<file path="config.mk">
export PLATFORM = sky130hd
export DESIGN_NAME = sw_array_ctrl
export DESIGN_NICKNAME = d
export VERILOG_FILES = /design/src/rtl/sw_array_ctrl_pkg.sv /design/src/rtl/sw_array_ctrl_len_counter.sv /design/src/rtl/sw_array_ctrl.sv
export SDC_FILE = /design/constraint.sdc
export NUM_CORES = 1
export LEC_CHECK = 0
export BUFFER_PORTS_ARGS = -buffer_cell sky130_fd_sc_hd__buf_2
export CAP_MARGIN = 20
export CORE_MARGIN = 10
export CORE_UTILIZATION = 30
export DETAILED_ROUTE_END_ITERATION = 7
export GPL_ROUTABILITY_DRIVEN = 1
export PLACE_DENSITY_LB_ADDON = 0.1
export SETUP_SLACK_MARGIN = 0.02
export SLEW_MARGIN = 20
export SYNTH_ARGS = -nofsm -noshare
export SYNTH_HDL_FRONTEND = slang
export SYNTH_SLANG_ARGS = --single-unit
</file>
<file path="constraint.sdc">
create_clock -name clk -period 5.55 [get_ports clk]
set_clock_uncertainty 0.05 [all_clocks]
set_input_delay 0.555 -clock clk [delete_from_list [all_inputs] [get_ports clk]]
set_output_delay 0.555 -clock clk [all_outputs]
set_load 0.01 [all_outputs]
</file>
<file path="src/rtl/sw_array_ctrl_pkg.sv">
// Shared types for the Smith-Waterman array sequencer: FSM encoding, base code
// and the length clamp applied when a pass is started.
package sw_array_ctrl_pkg;

    typedef enum logic [2:0] {
        ST_IDLE   = 3'd0,
        ST_LOAD   = 3'd1,
        ST_STREAM = 3'd2,
        ST_DRAIN  = 3'd3,
        ST_DONE   = 3'd4
    } sw_state_e;

    // 2-bit nucleotide code carried on the s/t paths
    typedef logic [1:0] base_t;

    localparam int VEF_W_DEFAULT = 16;

    // Zero becomes 1; a non-zero max_len caps the result (max_len==0 means unbounded).
    function automatic int unsigned clamp_len(input int unsigned len, input int unsigned max_len);
        if (len == 0) return 1;
        if ((max_len != 0) && (len > max_len)) return max_len;
        return len;
    endfunction

endpackage

</file>
<file path="src/rtl/sw_array_ctrl_len_counter.sv">
// Clear/increment counter with a terminal-count compare; one instance is reused
// by the LOAD, STREAM and DRAIN phases of the sequencer.
module sw_len_counter #(
    parameter int W = 16
) (
    input  logic         clk,
    input  logic         rst,
    input  logic         clr,
    input  logic         inc,
    input  logic [W-1:0] last,
    output logic [W-1:0] cnt,
    output logic         at_last
);

    logic [W-1:0] cnt_q, cnt_d;

    always_comb begin
        cnt_d = cnt_q;
        if (clr)      cnt_d = '0;
        else if (inc) cnt_d = cnt_q + W'(1);
    end

    always_ff @(posedge clk or negedge rst) begin
        if (!rst) cnt_q <= '0;
        else      cnt_q <= cnt_d;
    end

    assign cnt     = cnt_q;
    assign at_last = (cnt_q == last);

endmodule

</file>
<file path="src/rtl/sw_array_ctrl.sv">
// Sequencer for the linear Smith-Waterman PE array: loads a query segment, streams
// one target into PE0, drains the pipeline and pulses done.
module sw_array_ctrl
    import sw_array_ctrl_pkg::*;
#(
    parameter int NUM_PE = 16,
    parameter int LEN_W  = 16,
    parameter int QLEN_W = 5,
    parameter int VEF_W  = VEF_W_DEFAULT
) (
    input  logic              clk,
    input  logic              rst,
    input  logic              start,
    input  logic [QLEN_W-1:0] query_len,
    input  logic [LEN_W-1:0]  target_len,
    input  logic              s_valid,
    input  base_t             s_data,
    output logic              s_ready,
    input  logic              t_valid,
    input  base_t             t_data,
    output logic              t_ready,
    output logic              arr_s_shift,
    output base_t             arr_s,
    output base_t             arr_t,
    output logic              arr_newline,
    output logic [VEF_W-1:0]  arr_vin,
    output logic [VEF_W-1:0]  arr_vin_a,
    output logic [VEF_W-1:0]  arr_fin,
    output logic              busy,
    output logic              done,
    output logic              err_underflow
);

    sw_state_e        state_q, state_d;
    logic [LEN_W-1:0] qlen_q, qlen_d;
    logic [LEN_W-1:0] tlen_q, tlen_d;
    logic             err_q, err_d;

    logic             arr_s_shift_q, arr_s_shift_d;
    base_t            arr_s_q, arr_s_d;
    base_t            arr_t_q, arr_t_d;
    logic             arr_newline_q, arr_newline_d;

    logic             cnt_clr, cnt_inc, cnt_at_last;
    logic [LEN_W-1:0] cnt_last, cnt;
    logic             s_xfer, t_xfer;

    assign s_ready = (state_q == ST_LOAD);
    assign t_ready = (state_q == ST_STREAM);
    assign s_xfer  = s_valid && s_ready;
    assign t_xfer  = t_valid && t_ready;

    sw_len_counter #(.W(LEN_W)) u_cnt (
        .clk     (clk),
        .rst     (rst),
        .clr     (cnt_clr),
        .inc     (cnt_inc),
        .last    (cnt_last),
        .cnt     (cnt),
        .at_last (cnt_at_last)
    );

    always_comb begin
        state_d  = state_q;
        qlen_d   = qlen_q;
        tlen_d   = tlen_q;
        err_d    = err_q;
        cnt_clr  = 1'b0;
        cnt_inc  = 1'b0;
        cnt_last = qlen_q - LEN_W'(1);
        case (state_q)
            ST_IDLE: begin
                if (start) begin
                    qlen_d  = LEN_W'(clamp_len(32'(query_len), NUM_PE));
                    tlen_d  = LEN_W'(clamp_len(32'(target_len), 0));
                    err_d   = 1'b0;
                    cnt_clr = 1'b1;
                    state_d = ST_LOAD;
                end
            end
            ST_LOAD: begin
                if (s_xfer) begin
                    if (cnt_at_last) begin
                        cnt_clr = 1'b1;
                        state_d = ST_STREAM;
                    end else begin
                        cnt_inc = 1'b1;
                    end
                end
            end
            ST_STREAM: begin
                cnt_last = tlen_q - LEN_W'(1);
                if (t_valid) begin
                    if (cnt_at_last) begin
                        cnt_clr = 1'b1;
                        state_d = ST_DRAIN;
                    end else begin
                        cnt_inc = 1'b1;
                    end
                end else if (cnt != '0) begin
                    // PEs cannot stall once a row is in flight: abandon the pass
                    err_d   = 1'b1;
                    cnt_clr = 1'b1;
                    state_d = ST_DRAIN;
                end
            end
            ST_DRAIN: begin
                if (cnt_at_last) begin
                    cnt_clr = 1'b1;
                    state_d = ST_DONE;
                end else begin
                    cnt_inc = 1'b1;
                end
            end
            ST_DONE: state_d = ST_IDLE;
            default: state_d = ST_IDLE;
        endcase
    end

    always_comb begin
        arr_s_shift_d = s_xfer;
        arr_s_d       = s_xfer ? s_data : arr_s_q;
        arr_t_d       = t_xfer ? t_data : 2'd0;
        arr_newline_d = t_xfer && (cnt == '0);
    end

    always_ff @(posedge clk or negedge rst) begin
        if (!rst) begin
            state_q       <= ST_IDLE;
            qlen_q        <= '0;
            tlen_q        <= '0;
            err_q         <= 1'b0;
            arr_s_shift_q <= 1'b0;
            arr_s_q       <= 2'd0;
            arr_t_q       <= 2'd0;
            arr_newline_q <= 1'b0;
        end else begin
            state_q       <= state_d;
            qlen_q        <= qlen_d;
            tlen_q        <= tlen_d;
            err_q         <= err_d;
            arr_s_shift_q <= arr_s_shift_d;
            arr_s_q       <= arr_s_d;
            arr_t_q       <= arr_t_d;
            arr_newline_q <= arr_newline_d;
        end
    end

    assign arr_s_shift   = arr_s_shift_q;
    assign arr_s         = arr_s_q;
    assign arr_t         = arr_t_q;
    assign arr_newline   = arr_newline_q;
    assign arr_vin       = '0;
    assign arr_vin_a     = '0;
    assign arr_fin       = '0;
    assign busy          = (state_q != ST_IDLE);
    assign done          = (state_q == ST_DONE);
    assign err_underflow = err_q;

endmodule
</file>
==> out/qor.yml, run 1 <==
syn_inst: 432
vdd_drop_max_uv: 118
core_sq_um: 12600
worstSkewPairLatency_ns: 0.29
first_global_vias: 3264
routed_wirelength_mm: 10.9
cp_slowest_stage_delay_ns: 0.71
overflow: 0
ys_ff_latch: 47
antennaDiodeCount: 0
seq_area_sq_um: 1180
drt_iter0_drc: 296
drcViolationCount: 0
die-area_sq_um: 17700
r2r_cells: 13
synth_edf_count: 0
r2r_slack_ns: 0.77
n_fill_cell: 1326
antenna_found_initial: 0
final_cell_mix: "48 x conb_1, 47 x dfrtp_1, 40 x buf_2"
rsz0062_at_grt: "no"
vias: 3193
ant_nets: 0
cts_hold_buffers: 0
swShare_pct: 38.6
tightest_slew_ns: 0.824
cts_setup_buffers: 0
cts.repair.resized: 0
synth_compound_area_share_pct: 18.8
synth_ff_type: "dfrtp_1"
die_w_um: 133
synthArstFlopShare_pct: 100
critPathKind: "flop to flop"
synth_top_family_by_area: "simple AND/OR/NAND/NOR gates"
combPwrFrac_pct: 33.9
r2r_end: "u_cnt.cnt[3]"
powerDensity_nw_per_um2: 310
end_kind: "flop"
portBuffers: 40
dpl.hpwl_mm: 8.38
post_drt_wl_per_cell_um: 17.3
clock-root-buffer: "clkbuf_16"
grt_usage_pct: 12.3
synthAdderAreaFrac_pct: 0.979
fin_tns_setup_ns: 0
htreeDepth: 2
hold_viol: 0
worst_path_max_delay_cell: "nor4_4"
grt_max_degree: 48
p_int_uw: 774
run_status: "completed"
cts.sinks: 47
p_sw_uw: 486
placementRows: 41
yosysWarningCount: 0
multi_input_area_sq_um: 2250
gp_congestion: 0.868
finalNetCount: 489
cts_buffers: 5
grt_pass1_wl_mm: 18.0
avgViaCountPerCell: 5.08
drive_gt1_share_pct: 21.0
die_height_um: 133
leakage_nw: 1.75
power.total_mw: 1.26
fin_crit_ns: 4.78
syn_avg_cell_area_sq_um: 8.87
drt_pass1_iterations: 5
yosysUniqueCellTypes: 78
max_cap_violations: 0
path_max_fanout: 25
worstReg2RegStart: "state_q[0]"
clockPowerShare_pct: 26.3
clkSlewWorstSetupHoldPaths_ns: 0.07
worstPathRequired_ns: 5.68
syn_area_sq_um: 3830
slew_headroom_pct: 44.7
synth.area.mux_share_pct: 6.07
synth-seq-area-share_pct: 30.7
synth_simple_gate_area_share_pct: 24.4
endpoint: "u_cnt.cnt[3]"
hold_path_class: "input pin to asynchronous set/reset pin"
cts_tree: "built"
cts.path.max_buffers: 2
pin_count: 89
area_growth_pct: 6.23
synth_xor_area_share_pct: 3.66
cp-start-kind: "flop"
arrival_ns: 4.92
seqPwrFrac_pct: 39.8
initial_core_util_pct: 30.5
drv_slew: 0
fin_crit_sh_pct: 86.1
clock.fmax_mhz: 209
crit_path_cell_trace: "or3b_4 > inv_2 > nand2_1 > a21boi_0 > ha_1 > or4b_4 > or3_4 > o41ai_1 > mux2i_1 > nand3_1 > nor4_4 > a2111oi_0 > a311o_1"
setup_viol: 0
startpoint: "state_q[0]"
layout_commonest_cell: "conb_1"
-- synthesized netlist by cell type (6+ instances only) --
cell,count,share of area (%)
xnor2_1,9,2.1
a21oi_1,17,2.2
o21ai_0,19,2.5
nand2_1,36,3.5
nand3_1,20,2.6
and3_1,8,1.3
a211oi_1,6,1.2
or3_1,11,1.8
nor2_1,14,1.4
nor4_1,10,1.6
nor3_1,14,1.8
clkbuf_1,11,1.1
mux2_2,18,5.3
dfrtp_1,47,31
inv_1,12,1.2
xor2_1,7,1.6
a22oi_1,6,1.2
buf_4,49,9.6
-- sequential cells by signal (all words and copies together), names as in the netlist --
signal         flops
arr_s_shift        1
u_cnt.cnt         16
tlen_q            16
arr_t              2
err_underflow      1
qlen_q             5
arr_s              2
arr_newline        1
state_q            3
-- power by group through the flow --
stage,Combinational (mW),Clock (mW),Sequential [mW]
after floorplan,0.390,0,0.441
after global placement,0.424,0,0.510
after detailed placement,0.426,0,0.508
after CTS,0.428,0.343,0.503
after global routing,0.477,0.354,0.516
final,0.427,0.331,0.502
-- layer usage --
layer / wire length [um] / part of all wire (%) / GRT usage, %
met5: 0 / 0 / 0
met4: 69 / 0.63 / 2.63
met3: 532 / 4.9 / 3.03
met2: 5040 / 46 / 19.4
met1: 5230 / 48 / 16.6
-- worst min-delay path by stage --
stage,from,endpoint,slack (ns),cells past startpoint
detailed placement,err_underflow,err_underflow,0.43,1
CTS,rst,arr_t[0],0.35,2
finish,rst,arr_t[1],0.30,2
global placement,err_underflow,err_underflow,0.42,1
floorplan,rst,arr_newline,0.21,0
global route,rst,arr_t[1],0.39,2
-- metrics by stage --
step / area, sq um / hold WS (ns) / setup slack [ns] / util [%] / cells
CTS: 4070 / 0.354 / 0.766 / 32.4 / 629
floorplan: 4010 / 0.209 / 1.50 / - / 479
finish: 4070 / 0.301 / 0.769 / 32.4 / 629
global placement: 3910 / 0.422 / 0.871 / 31.1 / 621
global route: 4070 / 0.387 / 0.417 / 32.4 / 629
detailed placement: 3910 / 0.434 / 0.799 / 31.1 / 621
-- logic make-up after synthesis --
group,count (synthesis)
simple gates,158
compound gates,100
buf+inv,86
flops,47
mux,21
xor+xnor,16
fa+ha+maj,3
other cells,1
-- critical path: cells and delay by family, from the launching register on --
family	cells	cell delay [ns]
AND/OR/NAND/NOR	6	2.21
AO/OA/AOI/OAI	4	1.05
flip-flops	1	0.55
multiplexers	1	0.29
buffers and inverters	1	0.25
adder cells (fa/ha/maj)	1	0.25
-- cell type report --
class                           count  area share (%)
Tap cell                          172            5.28
Timing Repair Buffer               43            5.47
Clock buffer                        7            3.75
Clock inverter                      1           0.184
Inverter                           13            1.20
Multi-Input combinational cell    346            55.2
Sequential cell                    47            28.9
(Power assumes the default switching activity.)
==> inputs of run 2 (changes only) <==
Settings changed: PLACE_DENSITY_LB_ADDON 0.1 to 0.08.
==> run 2 against run 1 <==
Effect of this change:
- combinational power about the same
- wire length is 2.2% higher
- via count down 0.56%
- clock-buffer cell count decreased by 1
- final area increased by 0.34%
- die area stayed put
- critical endpoint unchanged
==> out/qor.yml, run 2 (synthesized netlist as in run 1, its figures left out) <==
drt_pass1_iterations: 4  # -1
clock-root-buffer: "clkbuf_16"
path_max_fanout: 25  # unchanged
powerDensity_nw_per_um2: 317  # +2.3%
area_growth_pct: 6.59
r2r_cells: 13  # unchanged
m1WireLength_mm: 5.31  # +1.5%
gp_congestion: 0.873  # +0.60%
maxUsedRoutingLayer: "met4"
cp_slowest_stage_delay_ns: 0.72  # about the same
worstSkewPairLatency_ns: 0.30  # about the same
initial_core_util_pct: 30.5  # unchanged
cts.repair.resized: 0  # unchanged
dp_cells: 621  # unchanged
setup_ws_ns: 0.752  # -0.0169 ns
die_w_um: 133  # unchanged
worstReg2RegStart: "state_q[0]"
cts.path.max_buffers: 2  # unchanged
post_drt_wl_per_cell_um: 17.7  # +2.2%
leakage_nw: 1.76  # +0.61%
drt_iter0_drc: 189  # -36%
antenna_found_initial: 0  # unchanged
cp-start-kind: "flop"
drcViolationCount: 0  # unchanged
worst_path_max_delay_cell: "nor4_4"
cts_buffers: 5  # unchanged
placementRows: 41  # unchanged
rsz0062_at_grt: "no"
run_status: "completed"
clkSlewWorstSetupHoldPaths_ns: 0.07  # about the same
wl_met3_um: 476  # -11%
avgViaCountPerCell: 5.05  # -0.56%
final_cell_mix: "48 x conb_1, 47 x dfrtp_1, 40 x buf_2"
critPathKind: "flop to flop"
end_kind: "flop"
cts_setup_buffers: 0  # unchanged
drive_gt1_share_pct: 21.0  # unchanged
cts_tree: "built"
slew_headroom_pct: 44.1  # -0.60 points
wl_met2_mm: 5.15  # +2.2%
cts.sinks: 47  # unchanged
overflow: 0  # unchanged
pin_count: 89  # unchanged
arrival_ns: 4.93  # about the same
drv_slew: 0  # unchanged
r2r_end: "u_cnt.cnt[3]"
crit_path_cell_trace: "or3b_4 > inv_2 > nand2_1 > a21boi_0 > ha_1 > or4b_4 > or3_4 > o41ai_1 > mux2i_1 > nand3_1 > nor4_4 > a2111oi_0 > a311o_1"
first_global_vias: 3314  # +1.5%
tightest_slew_ns: 0.833  # +0.00898 ns
fin_crit_ns: 4.80  # +0.0169 ns
antennaDiodeCount: 0  # unchanged
layout_commonest_cell: "conb_1"
finalNetCount: 489  # unchanged
worstPathRequired_ns: 5.68  # about the same
vias: 3175  # -0.56%
setup_viol: 0  # unchanged
fin_cells: 629  # unchanged
r2r_slack_ns: 0.75  # -0.02 ns
clock.fmax_mhz: 208  # -0.35%
hold_viol: 0  # unchanged
grt_max_degree: 48  # unchanged
n_fill_cell: 1343  # +1.3%
ant_nets: 0  # unchanged
die-area_sq_um: 17700  # unchanged
vdd_drop_max_uv: 157  # +34%
fin_tns_setup_ns: 0  # unchanged
dpl.hpwl_mm: 8.55  # +2.1%
die_height_um: 133  # unchanged
grt_pass1_wl_mm: 18.1  # +0.73%
htreeDepth: 2  # unchanged
max_cap_violations: 0  # unchanged
core_sq_um: 12600  # unchanged
cts_hold_buffers: 0  # unchanged
hold_path_class: "input pin to asynchronous set/reset pin"
portBuffers: 40  # unchanged
fin_crit_sh_pct: 86.4  # +0.30 points
routed_wirelength_mm: 11.1  # +2.2%
post-place-ws_ns: 0.785  # -0.0148 ns
grt_usage_pct: 12.6  # +0.25 points
run 2: cell count changes in the layout (fill, tap and decap cells not counted), sizes merged:
cell / before / now
clkinvlp: 1 / 0
clkbuf: 7 / 6
clkinv: 0 / 1
bufinv: 0 / 1
run 2: area by class of cell:
type | instances | area (sq um) | share of cell area (%)
inverter | 13 | 48.8 | 1.19
timing repair buffer | 43 | 223 | 5.45
clock buffer | 6 | 139 | 3.40
sequential | 47 | 1180 | 28.8
multi-input combinational | 346 | 2250 | 55.1
tap | 172 | 215 | 5.27
clock inverter | 2 | 35.0 | 0.857
run 2: metal layers:
metal,vias to the layer above,global-route usage (%)
met5,-,0
met3,12,2.84
met1,1551,16.8
li1,1543,-
met2,69,19.6
met4,0,3.79
run 2: report_power, final:
| group | internal [mW] | switching (mW) |
|---|---|---|
| sequential | 0.393 | 0.113 |
| combinational | 0.189 | 0.239 |
| clock | 0.224 | 0.137 |
run 2: worst max-delay path: cells and delay by family, from the launching register on:
kind | cells | cell delay, ns
buffers and inverters | 1 | 0.25
DFF | 1 | 0.55
adders and majority gates | 1 | 0.24
and+or+nand+nor | 6 | 2.22
AOI/OAI and AO/OA | 4 | 1.05
muxes | 1 | 0.29
run 2: worst max-delay path by stage:
stage	cells after the start	slack (ns)	from	end
after floorplan	15	1.50	state_q[2]	u_cnt.cnt[3]
after global placement	13	0.85	state_q[0]	u_cnt.cnt[3]
after detailed placement	13	0.78	state_q[0]	u_cnt.cnt[3]
after CTS	13	0.75	state_q[0]	u_cnt.cnt[3]
after global routing	13	0.40	state_q[0]	u_cnt.cnt[3]
final	13	0.75	state_q[0]	u_cnt.cnt[3]
run 2: metrics by stage:
| step | total power [mW] | area [sq um] | hold WS (ns) | utilization [%] |
|---|---|---|---|---|
| final | 1.29 | 4090 | 0.315 | 32.5 |
| after global routing | 1.39 | 4090 | 0.366 | 32.5 |
| after CTS | 1.31 | 4080 | 0.347 | 32.5 |
| after detailed placement | 0.939 | 3910 | 0.433 | 31.1 |
| after global placement | 0.937 | 3910 | 0.426 | 31.1 |
| after floorplan | 0.831 | 4010 | 0.209 | - |
==> inputs of run 3 (changes only) <==
==> constraint.sdc (replaced) <==
create_clock -name clk -period 4.4 [get_ports clk]
set_clock_uncertainty 0.05 [all_clocks]
set_input_delay 0.44 -clock clk [delete_from_list [all_inputs] [get_ports clk]]
set_output_delay 0.44 -clock clk [all_outputs]
set_load 0.1 [all_outputs]
==> run 3 against run 2 <==
Effect of this change:
- sequential cell count is the same
- cell count grew 1.1%
- via count grew 0.69%
- critical endpoint is now u_cnt.cnt[7]
==> out/qor.yml, run 3 (synthesized netlist as in run 1, its figures left out) <==
run_status: "completed"
gp_congestion: 0.876  # +0.38%
swShare_pct: 43.8  # +6.1 points
routed_wirelength_mm: 11.0  # -1.2%
seq_area_sq_um: 1180  # unchanged
post_drt_wl_per_cell_um: 17.3  # -2.3%
die_height_um: 133  # unchanged
cp_slowest_stage_delay_ns: 0.52  # -0.20 ns
rsz0062_at_grt: "no"
first_global_vias: 3178  # -4.1%
post-place-ws_ns: 0.389  # -0.395 ns
seqPwrFrac_pct: 35.1  # -4.0 points
initial_core_util_pct: 30.5  # unchanged
ant_nets: 0  # unchanged
combPwrFrac_pct: 39.7  # +6.7 points
max_cap_violations: 0  # unchanged
fin_crit_sh_pct: 91.3  # +4.8 points
layout_commonest_cell: "conb_1"
antenna_found_initial: 0  # unchanged
tightest_slew_ns: 0.864  # +0.0309 ns
hold_viol: 0  # unchanged
drcViolationCount: 0  # unchanged
cts_buffers: 5  # unchanged
pin_count: 89  # unchanged
end_kind: "flop"
cts_tree: "built"
p_int_mw: 1.02  # +26%
worstPathRequired_ns: 4.52  # -1.16 ns
drv_slew: 0  # unchanged
multi_input_area_sq_um: 2250  # -0.11%
p_sw_uw: 793  # +62%
grt_pass1_wl_mm: 17.6  # -2.6%
crit_path_cell_trace: "or3b_4 > a21boi_0 > ha_1 > or4b_4 > or3_4 > o41ai_1 > mux2i_1 > nand3_1 > nor4_4 > buf_4 > a21oi_1 > a311o_1"
wl_met3_um: 588  # +24%
htreeDepth: 2  # unchanged
path_max_fanout: 20  # -20%
drt_iter0_drc: 208  # +10%
maxUsedRoutingLayer: "met4"
area_growth_pct: 7.90
final_cell_mix: "48 x conb_1, 47 x dfrtp_1, 40 x buf_2"
cts.path.max_buffers: 2  # unchanged
fin_cells: 636  # +1.1%
cts_hold_buffers: 0  # unchanged
arrival_ns: 4.14  # -0.79 ns
portBuffers: 40  # unchanged
grt_usage_pct: 12.2  # -0.31 points
antennaDiodeCount: 0  # unchanged
cts_setup_buffers: 0  # unchanged
dp_cells: 628  # +1.1%
core_sq_um: 12600  # unchanged
die-area_sq_um: 17700  # unchanged
clock.fmax_mhz: 249  # +19%
worstSkewPairLatency_ns: 0.30  # about the same
fin_crit_ns: 4.02  # -0.782 ns
dpl.hpwl_mm: 8.46  # -1.1%
grt_max_degree: 48  # unchanged
drt_pass1_iterations: 5  # +1
critPathKind: "flop to flop"
finalNetCount: 496  # +1.4%
worst_path_max_delay_cell: "or3b_4"
setup_ws_ns: 0.384  # -0.368 ns
n_fill_cell: 1352  # +0.67%
cts.sinks: 47  # unchanged
fin_tns_setup_ns: 0  # unchanged
vias: 3197  # +0.69%
slew_headroom_pct: 42.4  # -1.6 points
cp-start-kind: "flop"
clockPowerShare_pct: 25.2  # -2.7 points
clock-root-buffer: "clkbuf_16"
placementRows: 41  # unchanged
powerDensity_nw_per_um2: 438  # +38%
die_w_um: 133  # unchanged
leakage_nw: 1.79  # +2.0%
drive_gt1_share_pct: 22.0  # +0.98 points
wl_met2_mm: 5.06  # -1.8%
overflow: 0  # unchanged
cts.repair.resized: 0  # unchanged
m1WireLength_mm: 5.23  # -1.6%
vdd_drop_max_uv: 178  # +13%
clkSlewWorstSetupHoldPaths_ns: 0.07  # about the same
hold_path_class: "input pin to asynchronous set/reset pin"
setup_viol: 0  # unchanged
avgViaCountPerCell: 5.03  # -0.42%
==> run 3: cell types whose count changed in the layout (fill, tap and decap cells not counted) <==
cell	change
nand2_1	+1
nand2_2	-1
buf_4	+7
==> run 3: power groups by stage <==
stage / Clock [mW] / Sequential [mW] / Combinational [mW]
floorplan: 0 / 0.573 / 0.653
global placement: 0 / 0.644 / 0.713
detailed placement: 0 / 0.643 / 0.713
CTS: 0.467 / 0.634 / 0.717
global route: 0.487 / 0.652 / 0.781
finish: 0.456 / 0.636 / 0.718
==> run 3: path summary, 6_finish.rpt <==
check	start	to	slack [ns]	cells after the start
max	state_q[0]	u_cnt.cnt[7]	0.38	12
min	rst	arr_t[1]	0.19	2
max reg2reg	state_q[0]	u_cnt.cnt[7]	0.38	12
min reg2reg	err_underflow	err_underflow	0.44	1
max in group asynchronous	rst	tlen_q[14]	3.68	2
min in group clk	query_len[4]	qlen_q[0]	0.32	2
==> run 3: layout make-up <==
class	count	share of cell area (%)
Tap cell	172	5.20
Timing Repair Buffer	50	6.65
Clock inverter	2	0.847
Sequential cell	47	28.4
Clock buffer	6	3.36
Inverter	13	1.18
Multi-Input combinational cell	346	54.3
==> run 3: metal layers <==
metal | vias up | global-route usage [%]
met5 | - | 0
met3 | 10 | 2.99
met1 | 1553 | 16.7
met2 | 79 | 18.9
li1 | 1555 | -
met4 | 0 | 2.81
==> run 3: per-stage QoR <==
step                instance area, sq um  util [%]  hold WS (ns)  power, mW
global placement                    3960      31.5         0.428       1.36
floorplan                           4010         -        0.0944       1.23
global route                        4140      32.9         0.250       1.92
detailed placement                  3960      31.5         0.433       1.36
CTS                                 4140      32.9         0.220       1.82
finish                              4140      32.9         0.193       1.81
==> run 3: worst max-delay path: cells and delay by family, from the launching register on <==
kind,cells,cell delay [ns]
muxes,1,0.28
adders and majority gates,1,0.24
DFF,1,0.38
buffers and inverters,1,0.24
AOI/OAI and AO/OA,4,0.98
and+or+nand+nor,5,1.72
